## src/rtl/serial_arith_pkg.sv

```systemverilog
// rtl/serial_arith_pkg.sv - shared types and constants for the serial adder/subtractor
// Purpose: FSM state encoding and operation select encoding used by serial_add_sub
//          and its bit cell.
// Contents: state_t (IDLE, RUN, DONE), OP_ADD, OP_SUB.
package serial_arith_pkg;

  typedef enum logic [1:0] {
    IDLE = 2'd0,
    RUN  = 2'd1,
    DONE = 2'd2
  } state_t;

  localparam logic OP_ADD = 1'b0;
  localparam logic OP_SUB = 1'b1;

endpackage

```

## src/rtl/add_sub_bit_cell.sv

```systemverilog
// rtl/add_sub_bit_cell.sv - one-bit full adder / full subtractor cell
// Purpose: combinational bit slice for the serial datapath.
// Ports:
//   a, b  - operand bits
//   cin   - incoming carry (add) or borrow (subtract)
//   op    - OP_ADD or OP_SUB
//   s     - sum / difference bit
//   co    - outgoing carry (add) or borrow (subtract)
import serial_arith_pkg::*;

module add_sub_bit_cell (
  input  logic a,
  input  logic b,
  input  logic cin,
  input  logic op,
  output logic s,
  output logic co
);

  logic carry;
  logic borrow;

  // Sum and difference bits are the same XOR; only the carry-out differs.
  assign s      = a ^ b ^ cin;
  assign carry  = (a & b) | (b & cin) | (cin & a);
  assign borrow = (~a & b) | (~a & cin) | (b & cin);
  assign co     = (op == OP_SUB) ? borrow : carry;

endmodule

```

## src/rtl/serial_add_sub.sv

```systemverilog
// rtl/serial_add_sub.sv - bit-serial unsigned adder/subtractor, LSB first
// Purpose: latches two WIDTH-bit operands on start and processes one bit per
//          clock, producing a registered result and final carry/borrow.
// Ports:
//   clk, rst_n - clock (rising edge), asynchronous active-low reset
//   start      - begin an operation (ignored while busy)
//   op         - 0 add, 1 subtract; sampled with start
//   a, b       - unsigned operands; sampled with start
//   busy       - high exactly while bits are being processed
//   done       - one-cycle pulse when result/cout are updated
//   result     - sum or difference, held until the next completion
//   cout       - final carry (add) or final borrow (subtract)
import serial_arith_pkg::*;

module serial_add_sub #(
  parameter int WIDTH = 8
) (
  input  logic             clk,
  input  logic             rst_n,
  input  logic             start,
  input  logic             op,
  input  logic [WIDTH-1:0] a,
  input  logic [WIDTH-1:0] b,
  output logic             busy,
  output logic             done,
  output logic [WIDTH-1:0] result,
  output logic             cout
);

  // One extra bit so the counter can never wrap inside an operation.
  localparam int CW = $clog2(WIDTH) + 1;

  state_t           state_q;
  logic [WIDTH-1:0] a_q;
  logic [WIDTH-1:0] b_q;
  logic [WIDTH-1:0] sum_q;
  logic [WIDTH-1:0] sum_d;
  logic [WIDTH-1:0] result_q;
  logic [CW-1:0]    cnt_q;
  logic             op_q;
  logic             c_q;
  logic             busy_q;
  logic             done_q;
  logic             cout_q;
  logic             bit_s;
  logic             bit_co;
  logic             last_bit;

  add_sub_bit_cell u_cell (
    .a   (a_q[0]),
    .b   (b_q[0]),
    .cin (c_q),
    .op  (op_q),
    .s   (bit_s),
    .co  (bit_co)
  );

  // New bit enters at the MSB; after WIDTH shifts bit 0 has reached the LSB.
  assign sum_d    = {bit_s, {(WIDTH-1){1'b0}}} | (sum_q >> 1);
  assign last_bit = (cnt_q == CW'(WIDTH - 1));

  always_ff @(posedge clk or negedge rst_n) begin
    if (!rst_n) begin
      state_q  <= IDLE;
      a_q      <= '0;
      b_q      <= '0;
      sum_q    <= '0;
      result_q <= '0;
      cnt_q    <= '0;
      op_q     <= OP_ADD;
      c_q      <= 1'b0;
      busy_q   <= 1'b0;
      done_q   <= 1'b0;
      cout_q   <= 1'b0;
    end else begin
      case (state_q)
        IDLE, DONE: begin
          done_q <= 1'b0;
          if (start) begin
            a_q     <= a;
            b_q     <= b;
            op_q    <= op;
            c_q     <= 1'b0;
            cnt_q   <= '0;
            sum_q   <= '0;
            busy_q  <= 1'b1;
            state_q <= RUN;
          end else begin
            state_q <= IDLE;
          end
        end
        RUN: begin
          a_q   <= a_q >> 1;
          b_q   <= b_q >> 1;
          c_q   <= bit_co;
          sum_q <= sum_d;
          cnt_q <= cnt_q + CW'(1);
          if (last_bit) begin
            result_q <= sum_d;
            cout_q   <= bit_co;
            busy_q   <= 1'b0;
            done_q   <= 1'b1;
            state_q  <= DONE;
          end
        end
        default: begin
          busy_q  <= 1'b0;
          done_q  <= 1'b0;
          state_q <= IDLE;
        end
      endcase
    end
  end

  assign busy   = busy_q;
  assign done   = done_q;
  assign result = result_q;
  assign cout   = cout_q;

endmodule

```

## config.mk

```make
export PLATFORM = sky130hd
export DESIGN_NAME = serial_add_sub
export DESIGN_NICKNAME = d
export VERILOG_FILES = /design/src/rtl/serial_arith_pkg.sv /design/src/rtl/add_sub_bit_cell.sv /design/src/rtl/serial_add_sub.sv
export SDC_FILE = /design/constraint.sdc
export NUM_CORES = 1
export LEC_CHECK = 0
export CORE_ASPECT_RATIO = 1.4
export CORE_MARGIN = 3
export CORE_UTILIZATION = 50
export DETAILED_ROUTE_END_ITERATION = 16
export PLACE_DENSITY = 0.77
export RECOVER_POWER = 25
export SETUP_SLACK_MARGIN = 0.5
export SYNTH_ARGS = -nofsm -noshare
export SYNTH_HDL_FRONTEND = slang
export SYNTH_SLANG_ARGS = --single-unit
```

## constraint.sdc

```tcl
create_clock -name clk -period 3.13 [get_ports clk]
set_clock_uncertainty 0.2 [all_clocks]
set_input_delay 0.626 -clock clk [delete_from_list [all_inputs] [get_ports clk]]
set_output_delay 0.626 -clock clk [all_outputs]
set_load 0.05 [all_outputs]
```

==> run_results.csv <==
group,metric,value,unit
critical_path,rrSetupSlack,1.35,ns
timing,rsz0062_at_grt,"false",
timing,relSlewSlack,0.420,
clock_tree,cts_buffers,5,
final_layout,final_common_cell,"dfrtp_1",
clock_tree,clk_latency,0.28,ns
clock_tree,cts_setup_buffers,0,
critical_path,max_stage_delay,0.83,ns
final_layout,layout-drive-gt1-share,0.0987,
floorplan,fp.dieH,75.1,um
timing,hold_violations,0,
synthesis,syn_nets,143,
synthesis,synth_area,0.00171,mm2
clock_tree,tritoncts,"done",
timing,drv_slew,0,
final_layout,post-route-cell-area,0.00211,mm2
final_layout,antennaDiodeCount,0,
final_layout,final_cell_mix,"41 x dfrtp_1, 29 x clkdlybuf4s50_1, 24 x a22o_1",
critical_path,reg2reg_from,"state_q[0]",
routing,drt_iter0_drc,20,
synthesis,synth.avg_cell_area,14.2,um2
power_and_ir_drop,p_leak,1.03,nW
clock_tree,ctsLongestPathBuffers,2,
clock_tree,path_clk_slew,0.07,ns
global_routing,overflow,0,
global_routing,use_met1,0.172,
global_routing,busiest_layer,"met2",
routing,vias_per_cell,5.71,
routing,wirelength,2930,um
critical_path,crit_fanout,4,
final_layout,fill_cells,274,
routing,vias,1091,
synthesis,yosysSeqAreaShare,0.601,
critical_path,reg2reg_to,"a_q[0]",
synthesis,synth_top_cell_area_share,0.601,
power_and_ir_drop,power_density,1060,mW/mm2
placement,dpl_cell_area,0.00203,mm2
synthesis,yosysTopAreaCell,"dfrtp_1",
global_routing,grt_pass1_wl,5140,um
critical_path,cp_data_required_time,2.30,ns
floorplan,dieArea,0.00416,mm2
critical_path,critPathArrivalTime,1.52,ns
timing,fin_crit_sh,0.749,
synthesis,synth_seq_cells,41,
synthesis,synth_cell_types,25,
timing,finalCriticalPeriod,2.34,ns
synthesis,yosysWarnings,0,
critical_path,r2r_cells,4,
floorplan,core,0.00318,mm2
clock_tree,hold_buffers,0,
critical_path,path_buf_inv,1,
global_routing,met2_usage,0.292,
routing,drt_first_pass_iters,4,
timing,max_freq,427,MHz
critical_path,critical_path_class,"reg2out",
global_routing,grt_use_total,0.160,
global_routing,grt_antenna_before_repair,0,
power_and_ir_drop,ir_drop,0.000547,V
placement,portBuffers,30,
global_routing,grt_max_degree,42,
critical_path,worstPathCellList,"clkdlybuf4s50_1",
timing,hold_ws,0.256,ns
floorplan,dieWidth,55.4,um
floorplan,initial_core_util,0.536,
critical_path,slowest_stage,"clkdlybuf4s50_1",
run_status,status,"finished, final reports clean",
clock_tree,clockRootBuffer,"clkbuf_8",
final_layout,area_growth,23.8,%
global_routing,grt_pass1_vias,1197,
routing,routedWlPerCell,15.3,um
timing,finalSetupViolCount,0,
critical_path,cp_top_family,"buffers and inverters",
critical_path,end_kind,"primary output",
floorplan,core.rowCount,24,
floorplan,io_pins,31,
placement,hpwlAfterDp,2080,um
synthesis,ys_top_cells_by_area,"dfrtp_1 60%, a22o_1 12%, a21o_1 6.2%",
clock_tree,post_cts_resize_count,0,
timing,worst_slew_pin_slew,0.870,ns
run,cap_viol_max_count,0,
final_layout,finalNetCount,175,
routing,drc,0,
global_routing,gr-usage-met3,0.0480,
critical_path,cp-start-kind,"flop",
clock_tree,cts.htree.levels,2,
min_path,hold_path_class,"in2async",
routing,ant_nets,0,
timing,fin_setup_tns,0,ns
placement,gp_congestion,0.698,
synthesis,syn_inst,120,
clock_tree,cts.sinks,41,
==> logic make-up after synthesis <==
group,count (synthesis),synth area share
compound gates,43,0.206
flops,41,0.601
mux,13,0.0843
simple gates,12,0.0506
buf+inv,8,0.0271
fa+ha+maj,3,0.0308
==> layer usage <==
metal,vias to the layer above,routed length [um]
li1,508,-
met1,544,1160
met2,32,1550
met3,7,162
met4,0,61
met5,-,0
==> stage by stage <==
stage | std cells | worst slack, ns | power (W) | utilization
after floorplan | 120 | 1.36 | 0.00166 | -
after global placement | 184 | 0.903 | 0.00188 | 0.636
after detailed placement | 184 | 0.874 | 0.00193 | 0.636
after CTS | 191 | 0.780 | 0.00226 | 0.664
after global routing | 191 | 0.758 | 0.00239 | 0.664
final | 191 | 0.786 | 0.00223 | 0.664
==> report_power, final <==
group / internal [W] / switching (W)
registers: 0.000764 / 0.000154
logic: 0.000449 / 0.000531
clock network: 0.000175 / 0.000159
total: 0.00139 / 0.000844
==> cell type report <==
cell class	instances	area [um2]	area share
sequential	41	1030	0.486
inverter	1	3.75	0.00178
clock buffer	7	86.3	0.0409
tap	39	48.8	0.0231
timing repair buffer	32	310	0.147
multi-input combinational	71	637	0.302
==> sequential cells by signal, summed over array words and instances, names as in the netlist <==
name / flops
a_q: 8
b_q: 8
result: 8
sum_q: 7
cnt_q: 4
state_q: 2
busy: 1
c_q: 1
cout: 1
op_q: 1
==> worst max-delay path by stage <==
stage	start	to	slack, ns	depth (start not counted)
2_1_floorplan	state_q[1]	cout	1.36	3
3_3_place_gp	start	op_q	0.90	4
3_5_place_dp	start	op_q	0.87	4
4_1_cts	state_q[1]	done	0.78	1
5_1_grt	state_q[1]	done	0.76	1
6_report	state_q[1]	done	0.79	1
==> synth_stat cells, drive strengths merged <==
library cell and instances:
dfrtp 41, a22o 24, a21o 14, mux2 11
buf 6, nor2 3, nor2b 3, fa 2
mux2i 2, nand2b 2, nand3b 2, o21ai 2
a221o 1, clkbuf 1, ha 1, inv 1
nand4 1, nor3 1, o2bb2ai 1, o31ai 1
==> worst register-to-register path, cell delays in order (launching register included) <==
cell,delay (ns)
dfrtp_1,0.39
nor2b_2,0.42
buf_4,0.32
nor3_1,0.08
a221o_1,0.26
Note: power is estimated with default switching activity, not from simulation.
